$ cat src/rtl/imem_dmem_port_arbiter.sv
`timescale 1ns/1ps
// imem_dmem_port_arbiter
//   Shares one 32-bit word-addressed memory port between instruction fetch
//   and the MEM-stage load/store unit. Data wins arbitration unless it has
//   already taken MAX_DATA_BURST grants in a row while fetch was waiting.
//   A transaction with no mem_ack for TIMEOUT_CYCLES busy cycles is aborted.
//   The requester then gets a dummy completion, and the sticky err flag is set.
//
// Ports
//   clk, reset            clock; synchronous active-high reset
//   if_req/if_addr        fetch request (level) and word address
//   if_data/if_valid      fetched word; single-cycle completion strobe
//   d_req/d_we/d_addr     data request, store flag and word address
//   d_wdata/d_be          store data and byte enables
//   d_rdata/d_valid       load data; single-cycle completion strobe
//   mem_req..mem_be       registered memory request and payload
//   mem_ack/mem_rdata     memory completion strobe and read data
//   halt_pipeline         stall while any requester is still waiting
//   err                   sticky timeout flag
module imem_dmem_port_arbiter #(
  parameter int unsigned MAX_DATA_BURST = 4,
  parameter int unsigned TIMEOUT_CYCLES = 255,
  parameter logic [31:0] NOP_IW         = 32'h00000013
) (
  input  logic        clk,
  input  logic        reset,
  input  logic        if_req,
  input  logic [29:0] if_addr,
  output logic [31:0] if_data,
  output logic        if_valid,
  input  logic        d_req,
  input  logic        d_we,
  input  logic [29:0] d_addr,
  input  logic [31:0] d_wdata,
  input  logic [3:0]  d_be,
  output logic [31:0] d_rdata,
  output logic        d_valid,
  output logic        mem_req,
  output logic        mem_we,
  output logic [29:0] mem_addr,
  output logic [31:0] mem_wdata,
  output logic [3:0]  mem_be,
  input  logic        mem_ack,
  input  logic [31:0] mem_rdata,
  output logic        halt_pipeline,
  output logic        err
);

  typedef enum logic [1:0] {IDLE, BUSY_I, BUSY_D} state_t;

  localparam logic [3:0] BURST_MAX = 4'(MAX_DATA_BURST);
  localparam logic [7:0] TO_MAX    = 8'(TIMEOUT_CYCLES);

  state_t      state_reg, state_next;
  logic [3:0]  streak_reg, streak_next;
  logic [7:0]  timeout_reg, timeout_next;
  logic        mem_req_reg, mem_req_next;
  logic        mem_we_reg, mem_we_next;
  logic [29:0] mem_addr_reg, mem_addr_next;
  logic [31:0] mem_wdata_reg, mem_wdata_next;
  logic [3:0]  mem_be_reg, mem_be_next;
  logic        err_reg, err_next;

  logic        if_done, d_done, timed_out;

  always_ff @(posedge clk) begin
    if (reset) begin
      state_reg     <= IDLE;
      streak_reg    <= '0;
      timeout_reg   <= '0;
      mem_req_reg   <= 1'b0;
      mem_we_reg    <= 1'b0;
      mem_addr_reg  <= '0;
      mem_wdata_reg <= '0;
      mem_be_reg    <= '0;
      err_reg       <= 1'b0;
    end else begin
      state_reg     <= state_next;
      streak_reg    <= streak_next;
      timeout_reg   <= timeout_next;
      mem_req_reg   <= mem_req_next;
      mem_we_reg    <= mem_we_next;
      mem_addr_reg  <= mem_addr_next;
      mem_wdata_reg <= mem_wdata_next;
      mem_be_reg    <= mem_be_next;
      err_reg       <= err_next;
    end
  end

  always_comb begin
    state_next     = state_reg;
    streak_next    = streak_reg;
    timeout_next   = timeout_reg;
    mem_req_next   = mem_req_reg;
    mem_we_next    = mem_we_reg;
    mem_addr_next  = mem_addr_reg;
    mem_wdata_next = mem_wdata_reg;
    mem_be_next    = mem_be_reg;
    err_next       = err_reg;
    if_done        = 1'b0;
    d_done         = 1'b0;
    timed_out      = 1'b0;

    case (state_reg)
      IDLE: begin
        // mem_ack is deliberately ignored here.
        timeout_next = '0;
        if (!if_req) begin
          streak_next = '0;
        end
        if (d_req && !(if_req && streak_reg == BURST_MAX)) begin
          state_next     = BUSY_D;
          mem_req_next   = 1'b1;
          mem_we_next    = d_we;
          mem_addr_next  = d_addr;
          mem_wdata_next = d_wdata;
          mem_be_next    = d_we ? d_be : 4'hF;
          // Only grants that made fetch wait count toward the burst limit.
          if (if_req && streak_reg < BURST_MAX) begin
            streak_next = streak_reg + 4'd1;
          end
        end else if (if_req) begin
          state_next     = BUSY_I;
          mem_req_next   = 1'b1;
          mem_we_next    = 1'b0;
          mem_addr_next  = if_addr;
          mem_wdata_next = '0;
          mem_be_next    = 4'hF;
          streak_next    = '0;
        end
      end

      BUSY_I, BUSY_D: begin
        if (mem_ack || timeout_reg == TO_MAX) begin
          state_next   = IDLE;
          mem_req_next = 1'b0;
          timeout_next = '0;
          if (!mem_ack) begin
            timed_out = 1'b1;
            err_next  = 1'b1;
          end
          if (state_reg == BUSY_I) begin
            if_done = 1'b1;
          end else begin
            d_done = 1'b1;
          end
        end else begin
          timeout_next = timeout_reg + 8'd1;
        end
      end

      default: begin
        state_next   = IDLE;
        mem_req_next = 1'b0;
      end
    endcase
  end

  // Every output is forced low while reset is held, even before the first edge.
  assign if_valid      = if_done & ~reset;
  assign d_valid       = d_done & ~reset;
  assign if_data       = reset ? 32'd0 : ((if_done && timed_out) ? NOP_IW : mem_rdata);
  assign d_rdata       = (reset || (d_done && timed_out)) ? 32'd0 : mem_rdata;
  assign mem_req       = mem_req_reg & ~reset;
  assign mem_we        = mem_we_reg & ~reset;
  assign mem_addr      = reset ? 30'd0 : mem_addr_reg;
  assign mem_wdata     = reset ? 32'd0 : mem_wdata_reg;
  assign mem_be        = reset ? 4'd0 : mem_be_reg;
  assign err           = err_reg & ~reset;
  assign halt_pipeline = ~reset & ((if_req & ~if_valid) | (d_req & ~d_valid));

endmodule
$ cat config.mk
export PLATFORM = sky130hd
export DESIGN_NAME = imem_dmem_port_arbiter
export DESIGN_NICKNAME = d
export VERILOG_FILES = /design/src/rtl/imem_dmem_port_arbiter.sv
export SDC_FILE = /design/constraint.sdc
export NUM_CORES = 1
export LEC_CHECK = 0
export ABC_AREA = 1
export BUFFER_PORTS_ARGS = -buffer_cell sky130_fd_sc_hd__buf_2
export CAP_MARGIN = 20
export CORE_AREA = 3 3 102 104
export CTS_BUF_LIST = sky130_fd_sc_hd__clkbuf_2 sky130_fd_sc_hd__clkbuf_4 sky130_fd_sc_hd__clkbuf_8
export DETAILED_ROUTE_END_ITERATION = 16
export DIE_AREA = 0 0 105 107
export GPL_TIMING_DRIVEN = 0
export PLACE_DENSITY = 0.86
export SLEW_MARGIN = 0
export SYNTH_ARGS = -nofsm -noshare
export SYNTH_HDL_FRONTEND = slang
export SYNTH_SLANG_ARGS = --single-unit
$ cat constraint.sdc
create_clock -name clk -period 4 [get_ports clk]
set_input_delay 0.4 -clock clk [delete_from_list [all_inputs] [get_ports clk]]
set_output_delay 0.4 -clock clk [all_outputs]
set_load 0.01 [all_outputs]
; After elaboration in Yosys (flattened, before gate mapping)
; Cells that the tools add are included.
[word_totals]
input_bits = 134
wordCells = 84
register_bits = 83
[op_classes]
magnitude_cmp = 1
n_eq_ne = 6
muxes = 38
n_addsub = 2
n_reduce_logical = 15
bitwise = 13
[ops]
columns = operator, n
row1 = 32-bit 2-to-1 mux, 6
row2 = 30-bit 2-to-1 mux, 3
row3 = 4-bit 2-to-1 mux, 8
row4 = 8-bit case mux with 2 select lines, 1
row5 = 1-bit 2-to-1 mux, 14
row6 = 8-bit by 1-bit adder with 8-bit output (second input constant), 1
row7 = 1-bit bitwise AND, 8
row8 = 8-bit equality test (second input constant), 1
row9 = 8-bit 2-to-1 mux, 1
row10 = 2-bit 2-to-1 mux, 3
row11 = 1-bit logical AND, 5
row12 = 4-bit by 1-bit adder with 4-bit output (second input constant), 1
row13 = 4-bit by 3-bit equality test with 1-bit output (second input constant), 1
row14 = 4-bit by 3-bit less-than comparator with 1-bit output (second input constant), 1
row15 = 1-bit inverter, 4
row16 = 2-bit case mux with 2 select lines, 1
row17 = 2-bit AND reduction, 2
row18 = 2-bit nonzero test, 2
row19 = 3-bit inequality test (second input constant), 1
row20 = 3-bit AND reduction, 1
row21 = 2-bit by 1-bit equality test with 1-bit output (second input constant), 1
row22 = 2-bit equality test (second input constant), 1
row23 = 2-bit zero test, 1
row24 = 1-bit logical OR, 2
row25 = 5 further kinds, 5

; Longest topological paths before layout
; Gate-level depths: netlist of run 1.
[logic_depth]
ltp_word = 9
mapped_depth = 10
mapped_depth_nobuf = 8

; Worst setup path after synthesis of run 1
; OpenSTA, ideal clock, no wires.
[synth_timing]
path_kind = reg2out
startpoint = reg state_reg[0]
endpoint = out d_rdata[10]
stages_incl_launch_ff = 9
path_slack_ns = 2.206
path_buffers = 1
t_arrival_ns = 1.394
cell_sequence = dfxtp_1 inv_1 ha_1 inv_1 nor2_1 nand2_1 o21ai_2 buf_4 nor2_1
[synth_between]
elab_chain_len = 7
word_cells_on_any_way = 10
cone_classes = 2 x eq/ne / 5 x mux / 3 x reduce/logical
[synth_rtl]
columns = item, line_no
row1 = start: declaration, 54  ; state_t state_reg, state_next;
row2 = start signal: assignment, 78  ; state_reg <= state_next;
row3 = 2-bit by 1-bit equality test with 1-bit output, "104, 142"
row4 = 1-bit 2-to-1 mux, 142  ; if (state_reg == BUSY_I) begin
row5 = 1-bit 2-to-1 mux, 134  ; if (mem_ack || timeout_reg == TO_MAX) begin
row6 = 1-bit 2-to-1 mux, 104  ; case (state_reg)
row7 = 1-bit logical AND (*), 163  ; assign d_rdata = (reset || (d_done && timed_out)) ? 32'd0 : mem_rdata;
row8 = 1-bit logical OR (*), 163
row9 = 32-bit 2-to-1 mux (*), 163
row10 = end: declaration, 36  ; output logic [31:0] d_rdata,
; Mark *: on every way between the ends. The rest lies on a longest branch, timed or not.

; Worst setup path after layout of run 1
[layout_timing]
startpoint = reg state_reg[0]
endpoint = out if_data[27]
[layout_between]
elab_chain_len = 7
word_cells_on_any_way = 10
cone_classes = 2 x eq/ne / 6 x mux / 2 x reduce/logical
[layout_rtl]
columns = item, line_no
row1 = 2-bit by 1-bit equality test with 1-bit output, "104, 142"
row2 = 1-bit 2-to-1 mux, 142
row3 = 1-bit 2-to-1 mux, 134
row4 = 1-bit 2-to-1 mux, 104
row5 = 1-bit logical AND (*), 162  ; assign if_data = reset ? 32'd0 : ((if_done && timed_out) ? NOP_IW : mem_rdata);
row6 = 32-bit 2-to-1 mux (*) (2 in a row), 162
row7 = end: declaration, 29  ; output logic [31:0] if_data,
; Marks and branches as above.

==> qor.yml, run 1 <==
clock_network:
  path_clk_slew_ns: 0.09
  clock-root-buffer: "clkbuf_8"
  post_cts_resized: 0
  cts_htree_levels: 3
  cts_sinks: 83
  cts_tree: "done"
  post-cts-setup-buffers: 0
  ctsHoldBuffers: 0
  numCtsBuffers: 9
  max-clock-path-buffers: 2
  insertion_delay_ns: 0.35
logic_synthesis:
  ys_seq_area_share_pct: 38.3
  yosys-top-cells-area: "dfxtp_1 (38%), nor2_1 (15%), nand2_1 (11%), inv_1 (11%), o21ai_0 (4.6%)"
  syn_avg_cell_area_um2: 6.20
  muxShareOfSynthArea_pct: 0
  ys_ff_latch: 83
  synth-xor-area-share_pct: 0.404
  synth.distinct_cells: 26
  synth.largest_area_cell: "dfxtp_1"
  syn-num-nets: 840
  ys_warn_count: 0
  synth_top_area_share_pct: 38.3
  synth_fa_ha_area_share_pct: 1.73
  synth_top_family_by_area: "simple AND/OR/NAND/NOR gates"
  synth_compound_area_share_pct: 10.8
  syn-cell-area_um2: 4340
  synth-simple-area-share_pct: 32.5
  syn_inst: 700
power_and_ir_drop:
  powerDensity_nw_per_um2: 325
  clockPowerShare_pct: 28.4
  ir_drop_v: 0.000171
  p_sw_mw: 0.627
  seqPwrFrac_pct: 46.5
  p_int_mw: 1.33
  p_sw_share_pct: 32.0
  p_comb_share_pct: 25.1
  leakagePower_nw: 3.44
place:
  dp_hpwl_mm: 11.4
  place_area_um2: 5850
  io_buffers: 268
  routabilityCongestion: 0.835
  preCtsSetupSlack_ns: 1.87
worst_setup_path:
  cp.arrival_ns: 2.11
  critPathMaxFanout: 10
  required_ns: 3.60
  cp-start-kind: "register"
  path_class: "reg2out"
  end_kind: "output port"
  startpoint: "state_reg[0]"
  r2r_start: "streak_reg[0]"
routing:
  drcViolationCount: 0
  num_vias: 5087
  viasPerCell: 4.55
  ant_nets: 0
  wl_per_cell_um: 12.8
  drt-total-wl_mm: 14.3
  drt_iter0_markers: 341
  dr.pass1.iters: 4
global_routing:
  grt_max_degree: 16
  grt_pass1_vias: 4849
  grt_usage_pct: 24.6
  grt_pass1_wl_mm: 22.4
  overflow: 0
  antenna_found_initial: 1
final_layout:
  layout-drive-gt1-share_pct: 32.8
  finalNetCount: 1119
  mostFrequentLayoutCells: "buf_2 (287), nor2_1 (176), nand2_1 (128)"
  final_common_cell: "buf_2"
  area_growth_syn_to_layout_pct: 39.0
  fillerInstances: 971
  final_cell_area_um2: 6030
  largest_reg_flops: 32
timing:
  setup_viol: 0
  setup_slack_ns: 1.49
  slew_violations: 0
  setup-tns-final_ns: 0
  layout_min_cycle_time_ns: 2.51
  post-route-period-util_pct: 62.8
  fmax_mhz: 398
  hold_viol: 0
  max_slew_margin_pct: 64.4
  fin_worst_skew_ns: 0.0146
  tightestPinTransition_ns: 0.534
  rsz0062_at_grt: "false"
die:
  die_area_um2: 11200
  die_h_um: 107
  initial_core_util_pct: 45.0
  rows: 36
  dieWidth_um: 105
  io_pins: 270
  core-area_um2: 9640
flow_run:
  drv_cap: 0
hold_path:
  hold_class: "in2reg"
  holdCritStartpoint: "d_wdata[7]"
run_status:
  status: "complete, no violations"
==> stage by stage <==
stage,power [mW],std cells,util (%),hold WS [ns]
6_report,1.96,1118,62.6,0.261
5_1_grt,2.07,1118,62.6,0.256
4_1_cts,1.98,1117,62.6,0.241
3_5_place_dp,1.42,1101,60.7,0.466
3_3_place_gp,1.41,1101,60.7,0.445
2_1_floorplan,1.21,700,-,0.434
==> cell families after synthesis <==
logic type | count (synthesis)
AND/OR/NAND/NOR | 353
AO/OA/AOI/OAI | 89
buffers and inverters | 167
XOR/XNOR | 2
adder cells (fa/ha/maj) | 6
flip-flops | 83
==> worst max-delay path, cell delays in order (launching register included) <==
cell,delay [ns]
dfxtp_1,0.39
inv_1,0.06
ha_1,0.27
inv_1,0.04
nor2_1,0.19
nand3_2,0.17
nand2_1,0.11
buf_4,0.18
buf_6,0.15
nor2_1,0.08
buf_2,0.14
==> path summary, 6_finish.rpt <==
check,slack [ns],cells past startpoint,to
min reg2reg,0.48,2,err_reg
min,0.26,3,mem_wdata_reg[7]
max,1.49,10,if_data[27]
max reg2reg,2.11,9,mem_be_reg[1]
==> area by class of cell <==
cell class / count / area, µm² / area share (%)
inverters: 128 / 480 / 7.96
plain buffers: 39 / 226 / 3.75
clock buffers: 10 / 138 / 2.28
clock inverters: 6 / 46.3 / 0.767
repair buffers: 268 / 1340 / 22.2
flip-flops and latches: 83 / 1660 / 27.5
diodes: 1 / 2.50 / 0.0415
multi-input cells: 450 / 1970 / 32.7
well taps: 133 / 166 / 2.76
==> Yosys cell counts <==
library cell,number
nor2_1,176
nand2_1,128
inv_1,125
dfxtp_1,83
o21ai_0,40
nand3_1,39
o21ai_1,29
buf_2,19
a21oi_1,15
buf_4,7
clkbuf_1,6
ha_1,6
nor3_1,5
buf_6,4
buf_1,3
inv_2,3
nand4_1,2
xor2_1,2
a21oi_4,1
a31o_2,1
nand3_2,1
nor2_2,1
nor2_8,1
o21ai_2,1
o21bai_1,1
o22ai_1,1
==> metal layers <==
metal  routed length [µm]  part of all wire (%)  GRT usage (%)
met1                 5600                    39           26.6
met2                 7170                    50           45.7
met3                 1130                   7.9           6.32
met4                  379                   2.7           9.47
met5                    0                     0              0
==> power groups by stage <==
stage | Clock [mW] | Combinational, mW | Sequential, mW
final | 0.556 | 0.491 | 0.911
after global routing | 0.603 | 0.553 | 0.917
after CTS | 0.573 | 0.493 | 0.911
after detailed placement | 0 | 0.490 | 0.931
after global placement | 0 | 0.484 | 0.927
after floorplan | 0 | 0.289 | 0.925
No activity file was read; power rests on OpenSTA's default activity.
==> run 2, diff against run 1 <==
ABC_AREA = 0   (was 1)
CORE_AREA = not set   (was 3 3 102 104)
CORE_MARGIN = 3   (was not set)
CORE_UTILIZATION = 40   (was not set)
DIE_AREA = not set   (was 0 0 105 107)
PLACE_DENSITY = 0.81   (was 0.86)
clock period = 2.18 ns   (was 4 ns; I/O delays follow)
==> qor.yml, run 2 <==
run_status:
  status: "finished with violations"
  violations: "setup timing"
timing:
  hold_viol: 0  # unchanged
  tightestPinTransition_ns: 0.601  # +0.0672 ns
  rsz0062_at_grt: "true"
  setup_slack_ns: -0.0660  # -1.56 ns
  post-route-period-util_pct: 103
  max_slew_margin_pct: 59.9  # -4.5 points
  setup_viol: 50  # +50
  setup-tns-final_ns: -1.57  # -1.57 ns
  layout_min_cycle_time_ns: 2.25
  fmax_mhz: 445
  slew_violations: 0  # unchanged
  fin_worst_skew_ns: 0.0115  # -0.00310 ns
power_and_ir_drop:
  powerDensity_nw_per_um2: 592  # +82%
  ir_drop_v: 0.000339  # +98%
  p_int_mw: 2.71  # +100%
  p_comb_share_pct: 27.4  # +2.3 points
  p_sw_share_pct: 30.3  # -1.8 points
  leakagePower_nw: 3.20  # -6.9%
  clockPowerShare_pct: 28.7  # +0.3 points
  seqPwrFrac_pct: 43.9  # -2.6 points
  p_sw_mw: 1.18  # +87%
  power_mw: 3.88  # +98%
hold_path:
  hold_class: "in2reg"
clock_network:
  path_clk_slew_ns: 0.09  # about the same
  cts_sinks: 83  # unchanged
  cts_tree: "done"
  insertion_delay_ns: 0.34  # about the same
  numCtsBuffers: 9  # unchanged
  max-clock-path-buffers: 2  # unchanged
  clock-root-buffer: "clkbuf_8"
  cts_htree_levels: 3  # unchanged
  ctsHoldBuffers: 0  # unchanged
place:
  routabilityCongestion: 0.859  # +2.9%
  dp_hpwl_mm: 11.2  # -1.7%
  place_area_um2: 5920  # +1.2%
  dp_cells: 988  # -10%
  io_buffers: 267  # -0.37%
final_layout:
  largest_reg_flops: 32  # unchanged
  mostFrequentLayoutCells: "buf_2 (254), nand2_1 (101), dfxtp_1 (79)"
  final_cell_count_no_fill: 1019  # -8.9%
  multi_input_area_um2: 2570  # +30%
  fillerInstances: 930  # -4.2%
  area_growth_syn_to_layout_pct: 48.9
  num_antenna_cells: 0  # -1
  final_common_cell: "buf_2"
  layout-drive-gt1-share_pct: 42.9  # +10 points
  final_cell_area_um2: 6560  # +8.8%
  finalNetCount: 1019  # -8.9%
  final_core_util_pct: 62.5  # -0.13 points
  area.sequential_um2: 1670  # +0.30%
worst_setup_path:
  startpoint: "state_reg[0]"
  cpLargestDelayFamily: "simple AND/OR/NAND/NOR gates"
  reg2reg_to: "err_reg"
  crit_cells: 8  # -2
  crit_path_end: "d_rdata[14]"
  r2r_start: "timeout_reg[1]"
  end_kind: "output port"
  critPathMaxStageDelay_ns: 0.36  # -0.03 ns
  critPathSlowestCell: "dfxtp_2"
  cp-start-kind: "register"
  path_class: "reg2out"
  regToRegSetupSlack_ns: 0.30  # -1.81 ns
  crit_path_cell_trace: "inv_2 > ha_4 > nand2b_4 > nor3b_4 > a21oi_4 > buf_2 > and2_1 > buf_2"
  path_buf_inv: 3  # -2
  worst_path_most_repeated_cell: "buf_2"
  critPathMaxFanout: 7  # -3
  required_ns: 1.96  # -1.64 ns
  cp.arrival_ns: 2.03  # -0.08 ns
  rr_worst_depth: 11  # +2
routing:
  drcViolationCount: 0  # unchanged
  drt_iter0_markers: 285  # -16%
  drt-total-wl_mm: 15.2  # +6.6%
  viasPerCell: 4.96  # +9.1%
  ant_nets: 0  # unchanged
  wl_per_cell_um: 14.9  # +17%
  num_vias: 5057  # -0.59%
  dr.pass1.iters: 4  # unchanged
logic_synthesis:
  synthFlopType: "dfxtp_1"
  syn-num-nets: 725  # -14%
  syn_inst: 585  # -16%
  syn_avg_cell_area_um2: 7.54  # +22%
  ys_ff_latch: 83  # unchanged
  synth.largest_area_cell: "dfxtp_1"
  synth_top_area_share_pct: 37.7  # -0.61 points
  netlist_top_cells_count: "nand2_1 (102), dfxtp_1 (83), nor2b_1 (71)"
  syn-cell-area_um2: 4410  # +1.6%
  synthArstFlopShare_pct: 0  # unchanged
  ys_seq_area_share_pct: 37.7  # -0.61 points
  ys_warn_count: 0  # unchanged
  synth_most_common_cell: "nand2_1"
  synth_edf_count: 0  # unchanged
  synth.distinct_cells: 40  # +54%
  yosys-top-cells-area: "dfxtp_1 (38%), nor2b_1 (10%), nand2_1 (8.7%), and2_1 (7.4%), a31oi_1 (4.7%)"
die:
  io_pins: 270  # unchanged
  die_h_um: 111  # +3.7%
  dieWidth_um: 111  # +5.7%
  core-area_um2: 10500  # +9.0%
  die_area_um2: 12300  # +9.6%
  initial_core_util_pct: 42.0  # -3.1 points
  rows: 37  # +2.8%
flow_run:
  drv_cap: 0  # unchanged
global_routing:
  grt_pass1_wl_mm: 23.7  # +5.6%
  grt_pass1_vias: 4853  # +0.082%
  antenna_found_initial: 0  # -1
  overflow: 0  # unchanged
  grt_usage_pct: 23.1  # -1.5 points
  grt_max_degree: 15  # -1
run 2: worst min path at each step:
stage	from	end	slack, ns	cells past startpoint
2_1_floorplan	d_be[0]	mem_be_reg[0]	0.36	2
3_3_place_gp	mem_wdata_reg[30]	mem_wdata_reg[30]	0.43	2
3_5_place_dp	mem_wdata_reg[9]	mem_wdata_reg[9]	0.44	2
4_1_cts	d_wdata[5]	mem_wdata_reg[5]	0.1	3
5_1_grt	d_addr[20]	mem_addr_reg[20]	0.11	3
6_report	d_addr[25]	mem_addr_reg[25]	0.12	3
run 2: worst reg2reg max path, cell delays in order (launching register included):
cell	delay, ns
dfxtp_2	0.35
ha_4	0.16
and3_4	0.19
nor3b_4	0.17
buf_4	0.13
buf_4	0.12
buf_4	0.12
buf_4	0.12
buf_4	0.12
buf_4	0.13
nor2_1	0.11
nor2_1	0.05
run 2: routing by layer:
| metal | part of all wire (%) | up-vias | GRT usage [%] |
|---|---|---|---|
| met5 | 0 | - | 0 |
| met4 | 2.4 | 0 | 7.80 |
| met3 | 6.1 | 30 | 4.86 |
| met2 | 49 | 193 | 39.8 |
| met1 | 42 | 2307 | 28.6 |
| li1 | - | 2527 | - |
run 2: cell type report:
type	instances	share of cell area, %
Sequential cell	83	25.4
Clock buffer	11	2.21
Inverter	10	0.572
Multi-Input combinational cell	442	39.1
Buffer	49	4.08
Timing Repair Buffer	284	25.2
Tap cell	136	2.59
Clock inverter	4	0.782
run 2: logic make-up (layout without fill, tap and decap cells):
logic type	Yosys count	count (layout)	share of synthesized area, %
compound gates	117	117	15.0
xor+xnor	7	7	1.39
fa+ha+maj	6	6	1.70
buf+inv	60	358	6.58
flops	83	83	37.7
mux	1	1	0.227
simple gates	311	311	37.4
run 2: metrics by stage:
| step | setup WS, ns | hold slack [ns] |
|---|---|---|
| after global routing | -0.152 | 0.108 |
| after CTS | -0.0204 | 0.0989 |
| after global placement | 0.120 | 0.434 |
| final | -0.0660 | 0.117 |
| after detailed placement | 0.0882 | 0.440 |
| after floorplan | 0.379 | 0.360 |
run 2: what timing repair did:
action                                 4_1_cts  5_1_grt
resized for setup                           27       60
endpoints found under the hold margin        0        0
pin swaps                                    4       18
setup endpoints to repair                   64       62
buffers inserted                            12        2
gates cloned                                 1        2
run 2: power groups by stage:
stage | sequential (mW) | combinational [mW] | clock (mW)
2_1_floorplan | 1.72 | 0.574 | 0
3_3_place_gp | 1.73 | 0.945 | 0
3_5_place_dp | 1.74 | 0.955 | 0
4_1_cts | 1.70 | 0.999 | 1.15
5_1_grt | 1.72 | 1.18 | 1.20
6_report | 1.70 | 1.06 | 1.11
